File: config.mk
export PLATFORM = sky130hd
export DESIGN_NAME = piso_tx
export DESIGN_NICKNAME = d
export VERILOG_FILES = /design/src/rtl/piso_tx.sv
export SDC_FILE = /design/constraint.sdc
export NUM_CORES = 1
export LEC_CHECK = 0
export CAP_MARGIN = 20
export CORE_AREA = 2 2 39 41
export DETAILED_ROUTE_END_ITERATION = 8
export DIE_AREA = 0 0 41 43
export GPL_TIMING_DRIVEN = 0
export HOLD_SLACK_MARGIN = 0.03
export PLACE_DENSITY = 0.53
export RECOVER_POWER = 50
export SKIP_CTS_REPAIR_TIMING = 1
export SYNTH_ARGS = -nofsm -noshare
export SYNTH_HDL_FRONTEND = slang
export SYNTH_SLANG_ARGS = --single-unit
export TNS_END_PERCENT = 20
File: constraint.sdc
create_clock -name clk -period 1.7 [get_ports clk]
set_input_delay 0.34 -clock clk [delete_from_list [all_inputs] [get_ports clk]]
set_output_delay 0.34 -clock clk [all_outputs]
set_load 0.1 [all_outputs]
File: src/rtl/piso_tx.sv
// rtl/piso_tx.sv - parallel-in serial-out transmitter with valid/ready load and gapless reload
// Define PISO_TX_PARITY_EN to append an even-parity bit after the data bits.
module piso_tx #(
  parameter int WIDTH     = 4,
  parameter bit LSB_FIRST = 1'b0
) (
  input  logic             clk,
  input  logic             rst_n,
  input  logic [WIDTH-1:0] pi,
  input  logic             load_valid,
  output logic             load_ready,
  output logic             so,
  output logic             so_valid,
  output logic             busy,
  output logic             done
);

`ifdef PISO_TX_PARITY_EN
  localparam int N = WIDTH + 1;
`else
  localparam int N = WIDTH;
`endif
  localparam int            CW   = $clog2(N + 1);
  localparam logic [CW-1:0] LAST = CW'(N - 1);

  typedef enum logic {IDLE, SHIFT} state_t;

  state_t           state_q, state_d;
  logic [WIDTH-1:0] shreg_q, shreg_d;
  logic [CW-1:0]    cnt_q, cnt_d;
  logic             last_bit;
  logic             accept;
  logic             data_bit;

  // The reload window is the last bit of the frame, so a held load_valid streams without gaps.
  assign last_bit   = (state_q == SHIFT) && (cnt_q == LAST);
  assign load_ready = (state_q == IDLE) || last_bit;
  assign accept     = load_valid && load_ready;
  assign data_bit   = LSB_FIRST ? shreg_q[0] : shreg_q[WIDTH-1];

  assign so_valid = (state_q == SHIFT);
  assign busy     = so_valid;
  assign done     = last_bit;

  always_comb begin
    state_d = state_q;
    shreg_d = shreg_q;
    cnt_d   = cnt_q;
    if (accept) begin
      state_d = SHIFT;
      shreg_d = pi;
      cnt_d   = '0;
    end else if (state_q == SHIFT) begin
      shreg_d = LSB_FIRST ? (shreg_q >> 1) : (shreg_q << 1);
      cnt_d   = cnt_q + CW'(1);
      if (last_bit) begin
        state_d = IDLE;
        cnt_d   = '0;
      end
    end
  end

  always_ff @(posedge clk or negedge rst_n) begin
    if (!rst_n) begin
      state_q <= IDLE;
      shreg_q <= '0;
      cnt_q   <= '0;
    end else begin
      state_q <= state_d;
      shreg_q <= shreg_d;
      cnt_q   <= cnt_d;
    end
  end

`ifdef PISO_TX_PARITY_EN
  logic par_q, par_d;

  assign par_d = accept ? ^pi : par_q;

  always_ff @(posedge clk or negedge rst_n) begin
    if (!rst_n) begin
      par_q <= 1'b0;
    end else begin
      par_q <= par_d;
    end
  end

  // Parity occupies the extra final slot, after the data has fully shifted out.
  assign so = (state_q == SHIFT) && (last_bit ? par_q : data_bit);
`else
  assign so = (state_q == SHIFT) && data_bit;
`endif

endmodule

==> Word level (Yosys, flattened, before mapping) <==
Cells that the tools add are included.
{ "word_totals": {"regBits": 8, "input_bits": 7, "out_inout_bits": 5} }
{ "op_classes": {"add_sub_neg": 1, "n_eq_ne": 1, "n_mux": 8, "bitwise": 1, "reduce_logical": 5} }
{ "op_table": {"columns": ["operator", "count"], "rows": [
  ["2-to-1 mux 3 bit", 3],
  ["2-to-1 mux 4 bit", 2],
  ["adder 3 x 1 -> 3 bit, second input constant", 1],
  ["== test 3 x 2 -> 1 bit, second input constant", 1],
  ["logical AND 1 bit", 3],
  ["2-to-1 mux 1 bit", 3],
  ["nonzero test 2 bit", 1],
  ["logical OR 1 bit", 1],
  ["NOT 1 bit", 1]
]} }

==> Longest topological paths before layout <==
{ "depth": {"ltp_word": 5, "mapped_depth": 4, "depth_no_buf": 4} }

==> Worst setup path after synthesis <==
Ideal clock, no wire load.
{ "synth_path": {"path_type": "reg2out", "from": "register state_q, in the netlist busy", "to": "output done", "arrival_ns": 2.392, "slack_ns": -1.032, "path_stages_with_launch": 3, "path_cell_list": "dfrtp_1 inv_1 nor2_1"} }
{ "synth_via": {"elab_chain_cells": 1} }
{ "synth_rtl": {"columns": ["item", "line_no", "source"], "rows": [
  ["start, declared", "28", "state_t state_q, state_d;"],
  ["start signal, assigned", "69", "state_q <= state_d;"],
  ["logical AND 1 bit", "36", "assign last_bit = (state_q == SHIFT) && (cnt_q == LAST);"],
  ["end, declared", "15", "output logic done"]
]} }
No other way between the ends.

==> Worst setup path after layout <==
{ "layout_path": {"from": "register cnt_q[0]", "to": "output done"} }
{ "layout_via": {"elab_chain_cells": 2} }
{ "layout_rtl": {"columns": ["item", "line_no", "source"], "rows": [
  ["start, declared", "30", "logic [CW-1:0] cnt_q, cnt_d;"],
  ["start signal, assigned", "71", "cnt_q <= cnt_d;"],
  ["== test 3 x 2 -> 1 bit", "36", null],
  ["logical AND 1 bit", "36", null]
]} }
No other way between the ends.

==> flow_summary.toml <==
[run_status]
outcome = "complete, no violations"

[setup_path]
cp_data_arrival_time_ns = 1.32
crit_fanout = 3
critPathCaptureType = "primary output"
critPathRequiredTime_ns = 1.36
crit_type = "flip-flop to primary output"
start_kind = "flip-flop"
r2r_cells = 3

[clock_network]
cts_tree = "yes"
cts_max_level = 1
cts.sinks = 8
root_buffer = "clkbuf_4"
clkTransAtPathRegs_ns = 0.06
clk_latency_ns = 0.26
cts_buffer_depth = 2
cts_made_buffers = 3

[placement]
dp_hpwl_um = 668
gp_congestion = 0.646
io_buffer_count = 10
dp_cells = 65

[timing]
max_freq_mhz = 602
slew_headroom_pct = 64.0
hold_viol_final = 0
rsz0062_at_grt = "yes"
worst_pin_slew_ns = 0.542
slew_viol_final = 0
period_needed_ns = 1.66
setup_violations = 0
clock_skew_ns = 0.00728
fin_crit_sh_pct = 97.8

[route]
dr.pass1.iters = 1
ant_nets = 0
drc = 0
detail_route.wl_per_cell_um = 12.9
first_iter_violations = 0
routed_via_density = 4.77
vias = 329
drt_wl_total_um = 888

[final_layout]
diodes = 0
stdcell_count = 69
seq_area_sq_um = 201
syn2layout_area_growth_pct = 37.3
drive_above_1_share_pct = 34.0
final_common_cell = "dfrtp_1"
final_nets = 62
final_cell_mix = "dfrtp_1 (7), mux2i_1 (4), nor2_1 (4), clkdlybuf4s50_1 (4)"
multiInputGateArea_sq_um = 196
nFillCells = 137

[global_routing]
grt_antenna_before_repair = 0
grt_pass1_wl_mm = 1.37
grt_pass1_vias = 333
grt-ovfl-total = 0
grtUsageTotal_pct = 11.9
grt_max_degree = 11

[floorplan]
die_x_um = 41
num_io_pins = 12
dieArea_sq_mm = 0.00176
core_sq_mm = 0.00138
initial_core_util_pct = 29.6
die_y_um = 43
num_rows = 14

[synthesis]
synth_cell_types = 17
synth.ff_latch_count = 8
ys_seq_area_share_pct = 48.9
syn-instance-count = 39
syn_area_sq_um = 409
synth.avg_cell_area_sq_um = 10.5
syn_nets = 47
yosysWarnings = 0

[power]
power_density_mw_per_mm2 = 2070
total_power_uw = 1160
max-vdd-ir-drop_uv = 937
p_leak_uw = 0.000266

[run]
drv_cap = 0

[hold_path]
holdPathStages = 3
hold_path_class = "primary input to flip-flop"
-- flip-flops by register name (all words and copies together), names as in the netlist --
register / cells
shreg_q: 4
cnt_q: 3
busy: 1
-- power breakdown --
group	switching [uW]	internal [uW]
clock	70.7	90.2
sequential	37.7	256
combinational	509	201
total	618	547
-- cell usage after synthesis, drive strengths merged --
library cell	n	share of area, %
o21ai	3	3.7
buf	3	5.8
mux2i	4	9.8
ha	1	3.1
nand2	4	3.7
and3b	1	3.1
nand2b	1	1.5
inv	2	1.8
a32o	1	2.4
and2	1	1.5
dfrtp	8	49
a21oi	1	1.2
a221o	3	7.3
nor2	6	6.1
-- cells by family (layout without fill, tap and decap cells) --
group | after synthesis | after routing | synth area share [%]
AND/OR/NAND/NOR | 13 | 13 | 15.9
AO/OA/AOI/OAI | 8 | 8 | 14.7
flip-flops | 8 | 8 | 48.9
buffers and inverters | 5 | 19 | 7.65
multiplexers | 4 | 4 | 9.79
adder cells (fa/ha/maj) | 1 | 1 | 3.06
-- critical path, stage by stage, from the launching register on --
cell and delay [ns]:
dfrtp_1 0.37, ha_1 0.25, nand2b_4 0.09, nor2_4 0.07
buf_4 0.28
-- final cells by class --
class | count | area share, %
flip-flops and latches | 8 | 35.9
multi-input cells | 26 | 35.0
repair buffers | 10 | 15.4
clock buffers | 4 | 4.68
plain buffers | 3 | 4.23
well taps | 16 | 3.56
inverters | 2 | 1.34
-- per-stage QoR --
stage | worst slack, ns | hold WS (ns) | instance area [sq um] | setup TNS [ns] | util [%]
5_1_grt | -0.0264 | 0.341 | 562 | -0.0264 | 40.6
3_3_place_gp | -0.574 | 0.480 | 542 | -1.94 | 39.2
2_1_floorplan | -0.0750 | 0.0444 | 422 | -0.0894 | -
6_report | 0.0378 | 0.330 | 562 | 0 | 40.6
3_5_place_dp | -0.611 | 0.488 | 542 | -2.06 | 39.2
4_1_cts | -0.903 | 0.328 | 568 | -3.52 | 41.0
-- routing by layer --
metal  routed length [um]  global-route usage (%)  up-vias
li1                     -                       -      162
met1                  402                    13.9      158
met2                  411                    16.3        9
met4                    0                    10.0        0
met3                   74                    4.19        0
met5                    0                       0        -
-- worst paths after layout --
kind / slack, ns / to / from
worst min register to register: 0.50 / cnt_q[1] / cnt_q[1]
worst min-delay path: 0.33 / busy / load_valid
min in group asynchronous: 0.43 / shreg_q[1] / rst_n
max in group asynchronous: 0.98 / busy / rst_n
worst max register to register: 0.35 / shreg_q[3] / cnt_q[0]
worst max-delay path: 0.04 / done / cnt_q[0]
Power figures use the tool's default switching activity.
